===== config.mk =====
export PLATFORM = sky130hd
export DESIGN_NAME = trig_receiver
export DESIGN_NICKNAME = d
export VERILOG_FILES = /design/src/rtl/trig_receiver.sv
export SDC_FILE = /design/constraint.sdc
export NUM_CORES = 1
export LEC_CHECK = 0
export BUFFER_PORTS_ARGS = -buffer_cell sky130_fd_sc_hd__buf_2
export CAP_MARGIN = 20
export CELL_PAD_IN_SITES_DETAIL_PLACEMENT = 1
export CELL_PAD_IN_SITES_GLOBAL_PLACEMENT = 1
export CORE_MARGIN = 3
export CORE_UTILIZATION = 32
export DETAILED_ROUTE_END_ITERATION = 10
export GPL_TIMING_DRIVEN = 0
export PLACE_DENSITY_LB_ADDON = 0.1
export REMOVE_ABC_BUFFERS = 1
export SYNTH_ARGS = -nofsm -noshare
export SYNTH_HDL_FRONTEND = slang
export SYNTH_SLANG_ARGS = --single-unit

===== constraint.sdc =====
create_clock -name IN_CLK -period 3.5 [get_ports IN_CLK]
set_input_delay 0.525 -clock IN_CLK [delete_from_list [all_inputs] [get_ports IN_CLK]]
set_output_delay 0.525 -clock IN_CLK [all_outputs]
set_load 0.05 [all_outputs]

===== src/rtl/trig_receiver.sv =====
// Radar trigger receiver: synchronises the trigger line, measures edge-to-edge
// period, tracks lock against a nominal period and counts misses/errors.
module trig_receiver #(
  parameter int SYNC_STAGES    = 2,
  parameter int NOMINAL_PERIOD = 300300,
  parameter int TOLERANCE      = 16,
  parameter int LOCK_COUNT     = 4,
  parameter int CNT_WIDTH      = 32
) (
  input  logic                 IN_CLK,
  input  logic                 IN_RESETN,
  input  logic                 RADAR_TRIG,
  output logic                 TRIG_PULSE,
  output logic [CNT_WIDTH-1:0] PERIOD,
  output logic                 PERIOD_VALID,
  output logic                 LOCKED,
  output logic [1:0]           STATE,
  output logic [15:0]          MISS_COUNT,
  output logic [15:0]          ERR_COUNT
);

  typedef enum logic [1:0] {
    ST_IDLE    = 2'd0,
    ST_ACQUIRE = 2'd1,
    ST_LOCKED  = 2'd2,
    ST_LOST    = 2'd3
  } state_t;

  localparam int GW = (LOCK_COUNT < 2) ? 1 : $clog2(LOCK_COUNT + 1);
  localparam logic [CNT_WIDTH:0] PER_LO  = (CNT_WIDTH+1)'(NOMINAL_PERIOD - TOLERANCE);
  localparam logic [CNT_WIDTH:0] PER_HI  = (CNT_WIDTH+1)'(NOMINAL_PERIOD + TOLERANCE);
  localparam logic [CNT_WIDTH:0] PER_TMO = (CNT_WIDTH+1)'(NOMINAL_PERIOD + TOLERANCE + 1);

  state_t                 state;
  logic [SYNC_STAGES-1:0] sync;
  logic                   prev;
  logic [CNT_WIDTH-1:0]   elap;
  logic [GW-1:0]          good;
  logic [CNT_WIDTH:0]     elap_inc;
  logic                   edge_det;
  logic                   in_tol;
  logic                   timeout;

  // One extra bit so a saturated ELAP never compares as in-tolerance after wrap.
  assign elap_inc = {1'b0, elap} + 1'b1;
  assign edge_det = sync[SYNC_STAGES-1] & ~prev;
  assign in_tol   = (elap_inc >= PER_LO) && (elap_inc <= PER_HI);
  assign timeout  = !edge_det && (elap_inc == PER_TMO);

  assign STATE  = state;
  assign LOCKED = (state == ST_LOCKED);

  always_ff @(posedge IN_CLK or negedge IN_RESETN) begin
    if (!IN_RESETN) begin
      sync <= '0;
    end else begin
      sync <= {sync[SYNC_STAGES-2:0], RADAR_TRIG};
    end
  end

  always_ff @(posedge IN_CLK or negedge IN_RESETN) begin
    if (!IN_RESETN) begin
      state        <= ST_IDLE;
      prev         <= 1'b0;
      elap         <= '0;
      good         <= '0;
      TRIG_PULSE   <= 1'b0;
      PERIOD       <= '0;
      PERIOD_VALID <= 1'b0;
      MISS_COUNT   <= '0;
      ERR_COUNT    <= '0;
    end else begin
      prev         <= sync[SYNC_STAGES-1];
      TRIG_PULSE   <= edge_det;
      PERIOD_VALID <= 1'b0;

      if (state == ST_IDLE || edge_det) begin
        elap <= '0;
      end else if (elap != '1) begin
        elap <= elap + 1'b1;
      end

      case (state)
        ST_IDLE: begin
          if (edge_det) begin
            state <= ST_ACQUIRE;
            good  <= '0;
          end
        end
        ST_ACQUIRE: begin
          if (edge_det) begin
            PERIOD       <= elap_inc[CNT_WIDTH-1:0];
            PERIOD_VALID <= 1'b1;
            if (in_tol) begin
              good <= good + 1'b1;
              if (good + 1'b1 == GW'(LOCK_COUNT)) begin
                state <= ST_LOCKED;
              end
            end else begin
              good <= '0;
            end
          end else if (timeout) begin
            state <= ST_LOST;
          end
        end
        ST_LOCKED: begin
          if (edge_det) begin
            PERIOD       <= elap_inc[CNT_WIDTH-1:0];
            PERIOD_VALID <= 1'b1;
            if (!in_tol) begin
              state <= ST_ACQUIRE;
              good  <= '0;
              if (ERR_COUNT != 16'hFFFF) begin
                ERR_COUNT <= ERR_COUNT + 1'b1;
              end
            end
          end else if (timeout) begin
            state <= ST_LOST;
            if (MISS_COUNT != 16'hFFFF) begin
              MISS_COUNT <= MISS_COUNT + 1'b1;
            end
          end
        end
        ST_LOST: begin
          // First edge after a loss only restarts the measurement.
          if (edge_det) begin
            state <= ST_ACQUIRE;
            good  <= '0;
          end
        end
        default: state <= ST_IDLE;
      endcase
    end
  end

endmodule


After elaboration in Yosys (flattened, before gate mapping)
Cells that the tools add are included.
{ "op_classes": {"n_mux": 18, "reduce_logical": 13, "bitwise": 4, "addsub": 5, "eq_ne": 15, "n_lt_le_gt_ge": 2} }
{ "op_table": {"columns": ["op", "n"], "rows": [
  ["32-bit two-way mux", 2],
  ["32-bit by 1-bit adder with 33-bit output, second input constant", 1],
  ["33-bit by 19-bit == test with 1-bit output, second input constant", 1],
  ["33-bit by 19-bit >= comparator with 1-bit output, second input constant", 1],
  ["33-bit by 19-bit <= comparator with 1-bit output, second input constant", 1],
  ["16-bit by 1-bit adder with 16-bit output, second input constant", 2],
  ["32-bit by 1-bit adder with 32-bit output, second input constant", 1],
  ["16-bit inequality test, second input constant", 2],
  ["32-bit inequality test, second input constant", 1],
  ["4-bit AND reduction", 4],
  ["3-bit two-way mux", 5],
  ["2-bit two-way mux", 7],
  ["3-bit inequality test, second input constant", 3],
  ["3-bit case mux with 3 select lines", 1],
  ["2-bit case mux with 3 select lines", 1],
  ["2-bit == test, second input constant", 2],
  ["2-bit by 1-bit inequality test with 1-bit output, second input constant", 2],
  ["2-bit inequality test, second input constant", 2],
  ["2-bit OR reduction", 2],
  ["3-bit by 1-bit adder with 3-bit output, second input constant", 1],
  ["3-bit == test, second input constant", 1],
  ["1-bit inverter", 3],
  ["2-bit by 1-bit == test with 1-bit output, second input constant", 1],
  ["1-bit logical AND", 2],
  ["7 further kinds", 8]
]} }
{ "totals": {"word_cells": 67, "out_inout_bits": 69, "regBits": 106} }

Depth between registers and ports, before layout
Gate-level depths: netlist (run 1).
{ "depth": {"ltp_word": 7, "depth_mapped": 14, "depth_no_buf": 11} }

Worst setup path after synthesis (run 1)
No wires, ideal clock.
{ "synth_timing": {"path_type": "flip-flop to flip-flop", "startpoint": "reg elap[0]", "endpoint": "reg ERR_COUNT[14]", "path_slack_ns": -0.160, "synth_period_minus_slack_ns": 3.660, "path_stages_with_launch": 13, "n_path_buf": 1, "setup_ns": 0.140, "arrival_ns": 3.520, "path_cell_list": "dfrtp_1 -> ha_1 -> nand4_1 -> or4_4 -> buf_6 -> nor4_1 -> o211ai_1 -> a2111o_1 -> or3_1 -> o221ai_2 -> nand4_4 -> or4_4 -> xnor2_2"} }
{ "synth_via": {"elab_chain_len": 5, "elab_cells_between_ends": 6} }
{ "synth_lines": {"columns": ["item", "line", "rtl"], "rows": [
  ["from (decl)", "37", "logic [CNT_WIDTH-1:0] elap;"],
  ["from (signal assigned)", "80", "elap <= elap + 1'b1;"],
  ["32-bit by 1-bit adder with 33-bit output (*)", "45", "assign elap_inc = {1'b0, elap} + 1'b1;"],
  ["33-bit by 19-bit >= comparator with 1-bit output or 33-bit by 19-bit <= comparator with 1-bit output (tied branches)", "47", "assign in_tol = (elap_inc >= PER_LO) && (elap_inc <= PER_HI);"],
  ["1-bit logical AND (*)", "47", null],
  ["1-bit inverter (no source line) (*)", null, null],
  ["4-bit AND reduction (no source line) (*)", null, null],
  ["to (signal assigned)", "114", "ERR_COUNT <= ERR_COUNT + 1'b1;"],
  ["to (decl)", "19", "output logic [15:0] ERR_COUNT"]
]} }
Mark *: on every way between the ends. The rest lies on a longest branch, timed or not.
A chain may end at the register's enable or synchronous reset.

Worst setup path after layout (run 1)
{ "layout_timing": {"startpoint": "reg elap[1]", "endpoint": "reg ERR_COUNT[14]"} }
Same word-level chain as after synthesis.

==> impl_metrics.sql, run 1 <==
INSERT INTO impl_metrics (metric_group, metric, value, unit) VALUES
('sta', 'timing_hold_violations_final', '0', ''),
('cts', 'cts-hold-fix-buffers', '0', ''),
('sta', 'finalWorstPathRequiredPeriod', '3.704', 'ns'),
('grt', 'grt_start_max_net_pins', '39', ''),
('yosys', 'avg_cell_area_syn', '9.423', 'um^2'),
('hold_path', 'hp-class', 'in2async', ''),
('flow_run', 'cap_viol_max_count', '0', ''),
('grt', 'overflow', '0', ''),
('die', 'die_height', '139.4', 'um'),
('sta', 'min_period_over_period', '105.8', '%'),
('sta', 'slew-limit-headroom', '51.90', '%'),
('yosys', 'netlist_area', '5692', 'um^2'),
('yosys', 'synth-edff-count', '0', ''),
('place', 'place_congestion', '0.8695', ''),
('worst_setup_path', 'crit_type', 'reg2reg', ''),
('yosys', 'yosys.area_share.simple', '23.41', '%'),
('cts', 'clkSlewWorstSetupHoldPaths', '0.07', 'ns'),
('die', 'fp.dieArea', '19420', 'um^2'),
('pwr', 'cellPowerDensity', '435.4', 'nW/um^2'),
('cts', 'cts.sinks', '106', ''),
('worst_setup_path', 'worstSetupStartpointType', 'flip-flop', ''),
('pwr', 'max_vdd_drop', '0.0003754', 'V'),
('drt', 'ant_nets', '0', ''),
('die', 'rows', '48', ''),
('yosys', 'post_synth_mux_area_share', '0.9233', '%'),
('yosys', 'synth-adder-area-share', '2.198', '%'),
('final_layout', 'area_growth_syn_to_layout', '30.40', '%'),
('cts', 'worstSkewPairLatency', '0.36', 'ns'),
('sta', 'rsz_0062_raised_after_global_routing', 'true', ''),
('outcome', 'failed_checks', 'setup timing', ''),
('worst_setup_path', 'worst_setup_path_end_kind', 'flip-flop', ''),
('sta', 'timing_max_transition_violations_final', '0', ''),
('cts', 'clk_path_buf_depth', '2', ''),
('yosys', 'synthDominantAreaCellType', 'sky130_fd_sc_hd__dfrtp_1', ''),
('yosys', 'syn_inst', '604', ''),
('worst_setup_path', 'reg2reg_depth', '13', ''),
('yosys', 'post_synth_main_area_contributors', 'sky130_fd_sc_hd__dfrtp_1, sky130_fd_sc_hd__xnor2_1, sky130_fd_sc_hd__nand2_1, sky130_fd_sc_hd__xor2_1, sky130_fd_sc_hd__o21ai_0', ''),
('worst_setup_path', 'crit_fanout', '6', ''),
('yosys', 'postSynthRegisterBits', '106', ''),
('yosys', 'synth_xor_area_share', '9.826', '%'),
('cts', 'clk_root_buffer_cell', 'sky130_fd_sc_hd__clkbuf_16', ''),
('pwr', 'power_leakage', '3.450', 'nW'),
('cts', 'htree_levels', '3', ''),
('worst_setup_path', 'crit_required', '3.75', 'ns'),
('final_layout', 'seqCellArea', '2668', 'um^2'),
('grt', 'number_of_antenna_violations_at_the_first_check_in_global_routing', '0', ''),
('worst_setup_path', 'max_stage_delay', '0.54', 'ns'),
('drt', 'detailroute.via_count', '4904', ''),
('cts', 'cts_tree', 'built', ''),
('final_layout', 'n_antenna_cell', '0', ''),
('die', 'die_w', '139.4', 'um'),
('grt', 'groute.usage.overall', '16.92', '%'),
('die', 'floorplan.core_area', '17360', 'um^2'),
('cts', 'cts_inserted_buffers', '9', ''),
('worst_setup_path', 'timing.critical_path.slowest_stage_cell', 'sky130_fd_sc_hd__or4_4', ''),
('yosys', 'synth_ff_type', 'sky130_fd_sc_hd__dfrtp_1', ''),
('yosys', 'ys.warnings.count', '0', ''),
('sta', 'fin_hold_ws', '0.1228', 'ns'),
('place', 'io_buffers', '71', ''),
('sta', 'finalSetupViolations', '15', ''),
('grt', 'grt_pass1_wl', '26870', 'um'),
('outcome', 'outcome', 'finished with violations', ''),
('final_layout', 'final_nets', '730', ''),
('sta', 'fin_worst_skew', '0.01006', 'ns'),
('worst_setup_path', 'critical_path_arrival', '3.96', 'ns'),
('sta', 'tns', '-0.9101', 'ns'),
('final_layout', 'final_layout_size_suffix_gt1_share', '30.65', '%'),
('die', 'initial_utilization', '32.79', '%'),
('drt', 'drc_errors', '0', ''),
('final_layout', 'multi_input_comb_area', '3117', 'um^2'),
('sta', 'worst_slack', '-0.2041', 'ns');
[synthesized netlist by cell type, drive strengths merged (3+ instances only)]
| master | number |
|---|---|
| nor4b | 3 |
| a21o | 3 |
| or4 | 3 |
| o21ai | 38 |
| xnor2 | 36 |
| dfrtp | 106 |
| or2 | 3 |
| and3 | 12 |
| or3 | 7 |
| a21boi | 4 |
| clkbuf | 22 |
| nor2 | 42 |
| o21a | 3 |
| mux2i | 3 |
| and4 | 5 |
| xor2 | 27 |
| o211ai | 5 |
| nand2b | 4 |
| nand3 | 26 |
| nor3 | 15 |
| o31ai | 5 |
| o31a | 6 |
| a21oi | 29 |
| nand4 | 24 |
| ha | 10 |
| a31oi | 3 |
| buf | 15 |
| and2 | 3 |
| inv | 19 |
| nor4 | 16 |
| nor2b | 4 |
| nand2 | 76 |
[final timing paths]
| path | start | end | slack (ns) |
|---|---|---|---|
| worst max-delay path | elap[1]$_DFFE_PN0P_ | ERR_COUNT[14]$_DFFE_PN0P_ | -0.20 |
| worst min-delay path | IN_RESETN | elap[9]$_DFFE_PN0P_ | 0.12 |
| worst max register to register | elap[1]$_DFFE_PN0P_ | ERR_COUNT[14]$_DFFE_PN0P_ | -0.20 |
| worst min register to register | sync[0]$_DFF_PN0_ | sync[1]$_DFF_PN0_ | 0.35 |
| max in group asynchronous | IN_RESETN | elap[0]$_DFFE_PN0P_ | 2.55 |
| min in group IN_CLK | RADAR_TRIG | sync[0]$_DFF_PN0_ | 0.27 |
[registers in the layout (all words and copies together), names as in the netlist]
name	cells
ERR_COUNT	16
MISS_COUNT	16
PERIOD	32
PERIOD_VALID	1
STATE	2
TRIG_PULSE	1
elap	32
good	3
prev	1
sync	2
[timing repair]
| action | 4_1_cts | 5_1_grt |
|---|---|---|
| cloned | 0 | 1 |
| setup endpoints to repair | 64 | 35 |
| gates resized for setup | 57 | 21 |
| pin swaps | 19 | 24 |
| buffers inserted | 30 | 34 |
[critical path: cells and delay by family, from the launching register on]
kind            cells  cell delay [ns]
buf+inv             3             0.41
xor+xnor            1             0.15
simple gates        6             1.88
flops               1             0.41
compound gates      3             0.74
[cells by family (layout without fill, tap and decap cells)]
kind of cell | after synthesis | in the layout
AO/OA/AOI/OAI | 113 | 113
flip-flops | 106 | 106
multiplexers | 5 | 5
buffers and inverters | 57 | 173
AND/OR/NAND/NOR | 250 | 251
adder cells (fa/ha/maj) | 10 | 10
XOR/XNOR | 63 | 63
[power breakdown]
| group | total, mW | internal [mW] | leakage (nW) | switching [mW] |
|---|---|---|---|---|
| Combinational | 0.828 | 0.289 | 1.86 | 0.539 |
| Clock | 1.06 | 0.577 | 0.150 | 0.481 |
| Sequential | 1.35 | 1.28 | 1.44 | 0.0621 |
| Total | 3.23 | 2.15 | 3.45 | 1.08 |
[through the flow]
stage | util [%] | cell area [um^2] | cells | worst slack [ns] | total power, mW
after global routing | 42.76 | 7422 | 946 | -0.3332 | 3.413
final | 42.76 | 7422 | 946 | -0.2041 | 3.232
after global placement | 35.44 | 6151 | 863 | -1.892 | 2.012
after CTS | 40.68 | 7061 | 912 | -0.2983 | 3.260
after floorplan | - | 5514 | 567 | -0.7337 | 1.828
after detailed placement | 36.02 | 6251 | 867 | -1.898 | 2.089
[per-layer routing]
layer  global-route usage, %  wire length (um)  share of wire [%]  vias up
li1                        -                 -                  -     2355
met1                   21.17              7181                 44     2453
met2                   29.31              8214                 50       77
met5                       0                 0                  0        -
met3                   3.402               627                3.8       19
met4                   5.510               301                1.8        0
[cell type report]
| cell class | count | share of cell area (%) |
|---|---|---|
| Clock inverter | 5 | 0.8260 |
| Timing Repair Buffer | 138 | 13.22 |
| Sequential cell | 106 | 35.94 |
| Tap cell | 225 | 3.793 |
| Multi-Input combinational cell | 442 | 41.99 |
| Clock buffer | 10 | 3.220 |
| Inverter | 20 | 1.011 |
[layout by cell type (no fill, tap or decap), types with 19 or more instances in the layout]
master and count:
sky130_fd_sc_hd__nand3_1 24, sky130_fd_sc_hd__buf_4 54, sky130_fd_sc_hd__dfrtp_1 94, sky130_fd_sc_hd__a21oi_1 29, sky130_fd_sc_hd__nand2_1 74, sky130_fd_sc_hd__o21ai_0 38
sky130_fd_sc_hd__inv_1 19, sky130_fd_sc_hd__buf_2 70, sky130_fd_sc_hd__nand4_1 22, sky130_fd_sc_hd__xor2_1 27, sky130_fd_sc_hd__xnor2_1 35, sky130_fd_sc_hd__nor2_1 35
(Power assumes the default switching activity.)
==> run 2: changes to the inputs <==
--- a/config.mk
+++ b/config.mk
@@ -9,10 +9,10 @@
 export CAP_MARGIN = 20
 export CELL_PAD_IN_SITES_DETAIL_PLACEMENT = 1
 export CELL_PAD_IN_SITES_GLOBAL_PLACEMENT = 1
-export CORE_MARGIN = 3
 export CORE_UTILIZATION = 32
 export DETAILED_ROUTE_END_ITERATION = 10
 export GPL_TIMING_DRIVEN = 0
+export MAX_ROUTING_LAYER = met4
 export PLACE_DENSITY_LB_ADDON = 0.1
 export REMOVE_ABC_BUFFERS = 1
 export SYNTH_ARGS = -nofsm -noshare
==> impl_metrics.sql, run 2 (synthesis gave the netlist of run 1 again) <==
INSERT INTO impl_metrics (metric_group, metric, value, unit) VALUES
('outcome', 'outcome', 'finished with violations', ''),
('outcome', 'failed_checks', 'setup timing', ''),
('die', 'initial_utilization', '32.79', '%'),
('final_layout', 'finalCoreUtilization', '41.69', '%'),
('grt', 'grt_pass1_vias', '4969', ''),
('final_layout', 'final_layout_size_suffix_gt1_share', '28.02', '%'),
('die', 'floorplan.core_area', '17360', 'um^2'),
('drt', 'drc_errors', '0', ''),
('cts', 'cts_inserted_buffers', '9', ''),
('pwr', 'share_comb_of_total_power', '25.6', '%'),
('grt', 'overflow', '0', ''),
('grt', 'grt_start_max_net_pins', '64', ''),
('cts', 'cts.sinks', '106', ''),
('cts', 'worstSkewPairLatency', '0.36', 'ns'),
('die', 'io_pins', '72', ''),
('flow_run', 'cap_viol_max_count', '0', ''),
('place', 'io_buffers', '71', ''),
('sta', 'worst_slack', '-0.1510', 'ns'),
('pwr', 'max_vdd_drop', '0.0003803', 'V'),
('sta', 'worst-slew-pin-transition', '0.8679', 'ns'),
('cts', 'cts_tree', 'built', ''),
('grt', 'number_of_antenna_violations_at_the_first_check_in_global_routing', '0', ''),
('pwr', 'cellPowerDensity', '441.8', 'nW/um^2'),
('final_layout', 'instances_no_fill', '928', ''),
('sta', 'timing_hold_violations_final', '0', ''),
('die', 'rows', '48', ''),
('worst_setup_path', 'critical_path_arrival', '3.90', 'ns'),
('pwr', 'p_sw', '1.102', 'mW'),
('worst_setup_path', 'crit_required', '3.75', 'ns'),
('sta', 'finalWorstPathRequiredPeriod', '3.651', 'ns'),
('worst_setup_path', 'worst_setup_path_end_kind', 'flip-flop', ''),
('worst_setup_path', 'reg2reg_depth', '12', ''),
('cts', 'clk_root_buffer_cell', 'sky130_fd_sc_hd__clkbuf_16', ''),
('sta', 'rsz_0062_raised_after_global_routing', 'true', ''),
('place', 'dp_cells', '866', ''),
('grt', 'grt_pass1_wl', '26200', 'um'),
('cts', 'clk_path_buf_depth', '2', ''),
('sta', 'finalSetupViolations', '14', ''),
('final_layout', 'final_common_cell', 'sky130_fd_sc_hd__dfrtp_1', ''),
('worst_setup_path', 'crit_type', 'reg2reg', ''),
('worst_setup_path', 'crit_fanout', '5', ''),
('final_layout', 'reg_top3', 'PERIOD x32, elap x32', ''),
('drt', 'detailroute.via_count', '4840', ''),
('final_layout', 'n_antenna_cell', '0', ''),
('cts', 'htree_levels', '3', ''),
('sta', 'tns', '-0.7470', 'ns'),
('place', 'sum_of_net_half_perimeters_after_detailed_placement', '10660', 'um'),
('pwr', 'power_leakage', '3.357', 'nW'),
('final_layout', 'filler_cell_count', '1985', ''),
('sta', 'slew-limit-headroom', '42.14', '%'),
('sta', 'fin_worst_skew', '0.007012', 'ns'),
('pwr', 'power_frac_seq', '42.1', '%'),
('final_layout', 'seqCellArea', '2668', 'um^2'),
('sta', 'timing_max_transition_violations_final', '0', ''),
('hold_path', 'hp-class', 'in2reg', ''),
('pwr', 'cell_internal_pwr', '2.094', 'mW'),
('pwr', 'share_clk_of_total_power', '32.3', '%'),
('drt', 'detail_route.iter0.violations', '267', ''),
('place', 'dpl_cell_area', '6238', 'um^2'),
('drt', 'drt-pass1-iter-count', '5', ''),
('drt', 'ant_nets', '0', ''),
('die', 'die_w', '135.4', 'um'),
('die', 'die_height', '135.4', 'um'),
('final_layout', 'most_frequent_cells_in_the_layout', 'sky130_fd_sc_hd__dfrtp_1, sky130_fd_sc_hd__nand2_1, sky130_fd_sc_hd__buf_2, sky130_fd_sc_hd__buf_4, sky130_fd_sc_hd__o21ai_0', ''),
('sta', 'max_freq', '0.2739', 'GHz'),
('final_layout', 'final_area', '7236', 'um^2'),
('drt', 'average_via_count_per_standard_cell', '5.216', ''),
('final_layout', 'multi_input_comb_area', '3093', 'um^2'),
('sta', 'min_period_over_period', '104.3', '%'),
('drt', 'average_routed_wire_per_standard_cell', '17.17', 'um'),
('cts', 'clkSlewWorstSetupHoldPaths', '0.08', 'ns'),
('hold_path', 'timing.hold.worst_path_depth', '1', ''),
('place', 'pre_cts_ws', '-1.968', 'ns'),
('final_layout', 'area_growth_syn_to_layout', '27.13', '%'),
('drt', 'drt-total-wl', '15940', 'um'),
('worst_setup_path', 'worstSetupStartpointType', 'flip-flop', ''),
('grt', 'groute.usage.overall', '18.96', '%'),
('final_layout', 'final_nets', '711', ''),
('die', 'fp.dieArea', '18320', 'um^2'),
('pwr', 'switching_share', '34.47', '%'),
('place', 'place_congestion', '0.8617', '');
run 2: cell types whose count changed in the layout (fill, tap and decap cells not counted), sizes merged:
| cell | previous run | this run |
|---|---|---|
| clkinvlp | 0 | 1 |
| bufinv | 1 | 0 |
| clkinv | 2 | 3 |
| clkbuf | 10 | 11 |
| or4 | 4 | 3 |
| buf | 138 | 120 |
| inv | 22 | 21 |
run 2: final cells by class:
type | instances | share of cell area [%]
multi-input combinational | 441 | 42.75
timing repair buffer | 120 | 11.34
tap | 225 | 3.891
inverter | 20 | 1.038
clock inverter | 5 | 0.6225
clock buffer | 11 | 3.493
sequential | 106 | 36.87
run 2: power by group through the flow:
stage	sequential, mW	clock, mW	combinational, mW
2_1_floorplan	1.52	0	0.309
3_3_place_gp	1.38	0	0.630
3_5_place_dp	1.38	0	0.702
4_1_cts	1.34	1.07	0.800
5_1_grt	1.35	1.12	0.897
6_report	1.35	1.03	0.817
run 2: path summary, 6_finish.rpt:
path / end / from / slack, ns
hold reg to reg: sync[1]$_DFF_PN0_ / sync[0]$_DFF_PN0_ / 0.36
hold / removal: sync[0]$_DFF_PN0_ / RADAR_TRIG / 0.26
min in group asynchronous: PERIOD[9]$_DFFE_PN0P_ / IN_RESETN / 0.28
setup reg to reg: ERR_COUNT[14]$_DFFE_PN0P_ / elap[0]$_DFFE_PN0P_ / -0.15
max in group asynchronous: ERR_COUNT[14]$_DFFE_PN0P_ / IN_RESETN / 2.50
setup / recovery: ERR_COUNT[14]$_DFFE_PN0P_ / elap[0]$_DFFE_PN0P_ / -0.15
run 2: per-layer routing:
| metal | vias to the layer above | part of all wire (%) | global-route usage, % |
|---|---|---|---|
| met4 | 0 | 2.2 | 6.617 |
| met1 | 2412 | 45 | 23.93 |
| met3 | 26 | 3.1 | 3.143 |
| li1 | 2310 | - | - |
| met2 | 92 | 49 | 30.68 |
| met5 | - | 0 | - |
run 2: critical path, stage by stage (launching register included):
cell                       delay (ns)
sky130_fd_sc_hd__dfrtp_2         0.42
sky130_fd_sc_hd__ha_4            0.15
sky130_fd_sc_hd__nand4_1         0.09
sky130_fd_sc_hd__buf_4           0.17
sky130_fd_sc_hd__or4_4           0.49
sky130_fd_sc_hd__nor4_4          0.32
sky130_fd_sc_hd__o211ai_1        0.11
sky130_fd_sc_hd__a2111o_1        0.34
sky130_fd_sc_hd__or3_4           0.41
sky130_fd_sc_hd__o221ai_4        0.24
sky130_fd_sc_hd__nand4_4         0.19
sky130_fd_sc_hd__or4_4           0.47
sky130_fd_sc_hd__xnor2_2         0.14
run 2: what timing repair did:
action / CTS / global route
resized for setup: 57 / 16
pin swaps: 23 / 8
setup buffers: 30 / 16
setup endpoints to repair: 64 / 35
hold buffers: 0 / 0
run 2: stage by stage:
stage / power [mW] / hold slack [ns]
6_report: 3.196 / 0.2630
5_1_grt: 3.372 / 0.2553
3_3_place_gp: 2.012 / 0.3332
4_1_cts: 3.212 / 0.2535
3_5_place_dp: 2.086 / 0.3373
2_1_floorplan: 1.828 / 0.2294
